**src/rtl/mrf_tx_scheduler.sv**
```systemverilog
// mrf_tx_scheduler
//
// Sequences the MRF event-link transmit datapath on the transceiver TX clock.
// After link_ready rises, a burst of ALIGN_WORDS K28.5 comma words is sent.
// The block then enters RUN, where one word in every COMMA_PERIOD is a comma
// and the remaining slots carry event codes. Codes are picked round-robin from
// N_REQ requesters, or the null event 8'h00 is sent when nobody is requesting.
// The distributed-bus byte rides in the high byte of every non-idle word.
//
// Ports:
//   aclk       transceiver TX user clock, rising edge
//   aresetn    asynchronous active-low reset
//   link_ready TX reset done from the transceiver (synchronous to aclk)
//   req_valid  per-requester event request
//   req_code   event codes, requester i on bits [8*i+7:8*i]
//   req_ready  one-hot grant (combinational)
//   dbus_in    distributed-bus byte, sampled every cycle
//   tx_data    registered transceiver word {dbus, event/comma}
//   txcharisk  registered K-flags per byte
//   aligned    high while in RUN
//   ev_count   count of transmitted non-null events
//
// Optional feature: define MRF_TX_STATS_EN to build the event counter.
// Without it ev_count is tied to zero.

module mrf_tx_scheduler #(
  parameter int unsigned N_REQ        = 4,
  parameter int unsigned COMMA_PERIOD = 8,
  parameter int unsigned ALIGN_WORDS  = 16
) (
  input  logic                 aclk,
  input  logic                 aresetn,
  input  logic                 link_ready,
  input  logic [N_REQ-1:0]     req_valid,
  input  logic [8*N_REQ-1:0]   req_code,
  output logic [N_REQ-1:0]     req_ready,
  input  logic [7:0]           dbus_in,
  output logic [15:0]          tx_data,
  output logic [1:0]           txcharisk,
  output logic                 aligned,
  output logic [31:0]          ev_count
);

  localparam int          NReq = int'(N_REQ);
  localparam int unsigned PtrW = (N_REQ > 1) ? $clog2(N_REQ) : 1;
  localparam int unsigned CcW  = (COMMA_PERIOD > 1) ? $clog2(COMMA_PERIOD) : 1;
  localparam int unsigned AcW  = (ALIGN_WORDS > 1) ? $clog2(ALIGN_WORDS) : 1;

  localparam logic [CcW-1:0] CommaLast = CcW'(COMMA_PERIOD - 1);
  localparam logic [AcW-1:0] AlignLast = AcW'(ALIGN_WORDS - 1);
  localparam logic [7:0]     K28p5     = 8'hBC;

  typedef enum logic [1:0] {StLinkDown, StAlign, StRun} state_e;

  state_e            st_q;
  logic [PtrW-1:0]   ptr_q;
  logic [PtrW-1:0]   ptr_nxt;
  logic [CcW-1:0]    cc_q;
  logic [AcW-1:0]    ac_q;
  logic [15:0]       tx_data_q;
  logic [1:0]        txk_q;

  logic [N_REQ-1:0]  pick;
  logic              pick_any;
  logic [7:0]        pick_code;
  logic              comma_slot;
  logic              grant_en;

  // Round-robin pick: scan offsets 0..N_REQ-1 from the pointer, first valid
  // requester wins. Both loops are bounded by constants so this unrolls cleanly.
  always_comb begin
    pick     = '0;
    pick_any = 1'b0;
    for (int k = 0; k < NReq; k++) begin
      for (int i = 0; i < NReq; i++) begin
        if (!pick_any && req_valid[i] && (i == ((int'(ptr_q) + k) % NReq))) begin
          pick[i] = 1'b1;
        end
      end
      if (|pick) begin
        pick_any = 1'b1;
      end
    end

    pick_code = 8'h00;
    ptr_nxt   = ptr_q;
    for (int i = 0; i < NReq; i++) begin
      if (pick[i]) begin
        pick_code = req_code[8*i +: 8];
        ptr_nxt   = PtrW'((i + 1) % NReq);
      end
    end
  end

  assign comma_slot = (cc_q == CommaLast);
  // A dropping link_ready suppresses the grant in the same cycle so that no
  // requester believes its code was sent when the link is going down.
  assign grant_en   = (st_q == StRun) && link_ready && !comma_slot;
  assign req_ready  = grant_en ? pick : '0;

  always_ff @(posedge aclk or negedge aresetn) begin
    if (!aresetn) begin
      st_q      <= StLinkDown;
      ptr_q     <= '0;
      cc_q      <= '0;
      ac_q      <= '0;
      tx_data_q <= 16'h0000;
      txk_q     <= 2'b00;
    end else begin
      unique case (st_q)
        StLinkDown: begin
          tx_data_q <= 16'h0000;
          txk_q     <= 2'b00;
          ptr_q     <= '0;
          cc_q      <= '0;
          ac_q      <= '0;
          if (link_ready) begin
            st_q <= StAlign;
          end
        end

        StAlign: begin
          if (!link_ready) begin
            st_q      <= StLinkDown;
            tx_data_q <= 16'h0000;
            txk_q     <= 2'b00;
            ptr_q     <= '0;
            cc_q      <= '0;
            ac_q      <= '0;
          end else begin
            tx_data_q <= {dbus_in, K28p5};
            txk_q     <= 2'b01;
            if (ac_q == AlignLast) begin
              st_q <= StRun;
              cc_q <= '0;
            end else begin
              ac_q <= ac_q + AcW'(1);
            end
          end
        end

        StRun: begin
          if (!link_ready) begin
            st_q      <= StLinkDown;
            tx_data_q <= 16'h0000;
            txk_q     <= 2'b00;
            ptr_q     <= '0;
            cc_q      <= '0;
            ac_q      <= '0;
          end else if (comma_slot) begin
            tx_data_q <= {dbus_in, K28p5};
            txk_q     <= 2'b01;
            cc_q      <= '0;
          end else begin
            // pick_code is 8'h00 when nobody requests, which is the null event.
            tx_data_q <= {dbus_in, pick_code};
            txk_q     <= 2'b00;
            cc_q      <= cc_q + CcW'(1);
            if (pick_any) begin
              ptr_q <= ptr_nxt;
            end
          end
        end

        default: begin
          st_q      <= StLinkDown;
          tx_data_q <= 16'h0000;
          txk_q     <= 2'b00;
        end
      endcase
    end
  end

  assign tx_data   = tx_data_q;
  assign txcharisk = txk_q;
  assign aligned   = (st_q == StRun);

`ifdef MRF_TX_STATS_EN
  logic [31:0] ev_q;

  // Only reset clears the counter; link loss leaves it intact.
  always_ff @(posedge aclk or negedge aresetn) begin
    if (!aresetn) begin
      ev_q <= 32'h0;
    end else if (grant_en && pick_any && (pick_code != 8'h00)) begin
      ev_q <= ev_q + 32'd1;
    end
  end

  assign ev_count = ev_q;
`else
  assign ev_count = 32'h0;
`endif

endmodule

```
**config.mk**
```make
export PLATFORM = sky130hd
export DESIGN_NAME = mrf_tx_scheduler
export DESIGN_NICKNAME = d
export VERILOG_FILES = /design/src/rtl/mrf_tx_scheduler.sv
export SDC_FILE = /design/constraint.sdc
export NUM_CORES = 1
export LEC_CHECK = 0
export BUFFER_PORTS_ARGS = -buffer_cell sky130_fd_sc_hd__buf_2
export CAP_MARGIN = 15
export CORE_UTILIZATION = 40
export DETAILED_ROUTE_END_ITERATION = 8
export PLACE_DENSITY = 0.76
export SLEW_MARGIN = 20
export SYNTH_ARGS = -nofsm -noshare
export SYNTH_HDL_FRONTEND = slang
export SYNTH_SLANG_ARGS = --single-unit
```
**constraint.sdc**
```tcl
create_clock -name aclk -period 1.85 [get_ports aclk]
set_input_delay 0.185 -clock aclk [delete_from_list [all_inputs] [get_ports aclk]]
set_output_delay 0.185 -clock aclk [all_outputs]
set_load 0.01 [all_outputs]
```
==> run metrics <==
status=finished, violations left; violated checks=design-rule violations; root buf cell=clkbuf_8; ys flop type=dfrtp_1; syn_area_per_cell=roughly 8.9 um^2; measured slew at the worst slew-check pin=roughly 0.63 ns; asr flop ratio synth=between 90% and 100%; clock buffer depth=2; Pleak=between 1 and 1.5 nW; HPWL Detailed=approximately 3300 um; vias in the first global route=1,586; RSZ-0062 raised after global routing=yes; largest net degree at the start of global routing=29; max cap viols=0; critical path type=reg -> out; Final ANT Viol Nets=0; Design Area, Final=around 0.0024 mm^2; First-pass DRT Iterations=6; DRC Markers=22; Filler cells=420; fin crit period=approximately 1.8 ns; antenna violations before repair=0; first-pass GRT wire length=slightly above 7000 um; Yosys warnings=0; Die Ht=approximately 71 um; die area=about 0.0050 mm^2; endpoints failing setup=0; worst hold path class=in -> reg; Clock Latency Late Sink=around 0.27 ns; final worst-path cycle share=97.3%; kind of end point of the critical path=output port; Arr. time, crit path=between 1.5 and 2 ns; final hold violation count=0; DR WL/cell=around 13 um; ANT cells=0; post-synth top area share=approximately 37%; Nets=between 300 and 400; FF+latch count, synth=28; ranking of synthesized cells by area=dfrtp_1 37%, buf_4 14%, a22o_1 4.7%; Req. time, crit path=between 1.5 and 2 ns; number of port buffers=approximately 70; GRT Total Usage=between 10% and 20%; relative slew slack=about three fifths; CTS tree=yes; core box area=0.00444 mm^2; largest area contributor in the netlist=dfrtp_1; worst vdd ir=0.000284 V; fin. max-slew vios=0; count leader, synth=buf_4; total clock sinks=28; layout overhead on the synthesized area=27.2%; Clk pin slew, worst setup/hold paths=0.10 ns; Die Width=70.5 um; synth cell count leaders=35 x buf_4, 28 x dfrtp_1, 17 x nand2_1, 17 x nor2_1, 11 x inv_1; number of CTS-inserted buffers=3; nature of the critical path startpoint=flip-flop; layout cells sized above 1=between 30% and 40%; Synth cell types=39; total power=between 1.5 and 2 mW; mapped cell area=between 0.0015 and 0.002 mm^2; gr ovfl total=0; WL final=4420 um; boundary pin count=just over 100; Layout Skew=approximately 0.0045 ns; routability congestion estimate=between 0.8 and 0.9; PD cells=around 730 mW/mm^2; crit path max fanout=5; Mapped Cells=211; vias per cell=roughly 5.1; vias=between 1,500 and 2,000; Initial Utilization=about 42%; Seq/Total Area, Yosys=between 30% and 40%; Hold Slack=~0.11 ns; # rows=24; drt first-iter violations=around 100; f_max=556 MHz; DP Area=between 0.002 and 0.0025 mm^2; Post-synth EDFFs=0; H-Tree Depth=1
-- flip-flops by register name, summed over array words and instances, names as in the netlist --
| name | flops |
|---|---|
| tx_data | 16 |
| ac_q | 4 |
| cc_q | 3 |
| ptr_q | 2 |
| st_q | 2 |
| txcharisk | 1 |
-- cell families (layout without fill, tap and decap cells) --
family	after synthesis	count (layout)	share of synthesized area (%)
AOI/OAI and AO/OA	60	60	23.6
adders and majority gates	7	7	4.67
buffers and inverters	52	107	18.3
DFF	28	28	37.3
other	1	33	0.200
and+or+nand+nor	63	63	15.9
-- worst paths after layout --
kind                            start  cells past startpoint  slack [ns]      endpoint
min reg2reg                   cc_q[1]                      2        0.51       cc_q[1]
max reg2reg                   cc_q[0]                      7        0.09      ptr_q[0]
min                        dbus_in[4]                      2        0.11   tx_data[12]
max                           cc_q[0]                      5        0.05  req_ready[0]
max in group asynchronous     aresetn                      2        0.95      ptr_q[0]
min in group asynchronous     aresetn                      2        0.45   tx_data[13]
-- worst max-delay path, cell delays in order, from the launching register on --
cell	delay, ns
dfrtp_1	0.42
ha_1	0.21
ha_2	0.18
or2_4	0.26
nor2_1	0.12
buf_2	0.15
-- layout make-up --
type	count	area [um^2]	area share, %
sequential	28	703	29.5
multi-input combinational	163	987	41.4
inverter	12	45.0	1.89
timing repair buffer	91	515	21.6
clock inverter	1	30.0	1.26
clock buffer	3	41.3	1.73
tap	52	65.1	2.73
-- what timing repair did --
action,CTS,global route
buffers inserted,1,11
pin swaps,1,5
hold buffers,1,0
endpoints found under the hold margin,28,0
setup endpoints to repair,4,8
resized for setup,5,6
-- routing by layer --
metal / routed length (um) / part of all wire, % / global-route usage, %
met3: 426 / 9.6 / 2.45
met5: 0 / 0 / 0
met1: 1770 / 40 / 21.9
met4: 88 / 2.0 / 6.35
met2: 2140 / 48 / 32.0
-- cell usage in the layout (no fill, tap or decap), drive strengths merged --
master        n
a32o          1
o211a         1
a31o          2
ha            7
nand2        17
o31ai         6
a21o          2
a21oi        10
o221a         1
nand2b        2
a22oi         3
a2111o        1
inv          12
bufinv        1
o22ai         2
clkbuf        3
o211ai        2
nor2         18
dlygate4sd3   1
conb         33
nor2b         2
nand4         3
o21ai        10
a211oi        5
buf          90
o21bai        1
nor4          3
a22o         10
and2          8
o221ai        1
dfrtp        28
nand3         5
or2           1
a221o         1
nor3          4
o2bb2ai       1
-- through the flow --
| stage | utilization (%) | TNS (ns) | instances | worst slack [ns] |
|---|---|---|---|---|
| global route | 53.7 | -0.00963 | 350 | -0.00648 |
| floorplan | - | 0 | 243 | 0.0428 |
| CTS | 51.3 | 0 | 339 | 0.0180 |
| finish | 53.7 | 0 | 350 | 0.0505 |
| detailed placement | 49.1 | 0 | 333 | 0.0584 |
| global placement | 49.1 | 0 | 333 | 0.128 |
-- power by group --
part           internal (mW)  switching, mW
Clock                  0.290          0.189
Sequential             0.679         0.0285
Combinational          0.249          0.312
Total                   1.22          0.530
(Power assumes the default switching activity.)
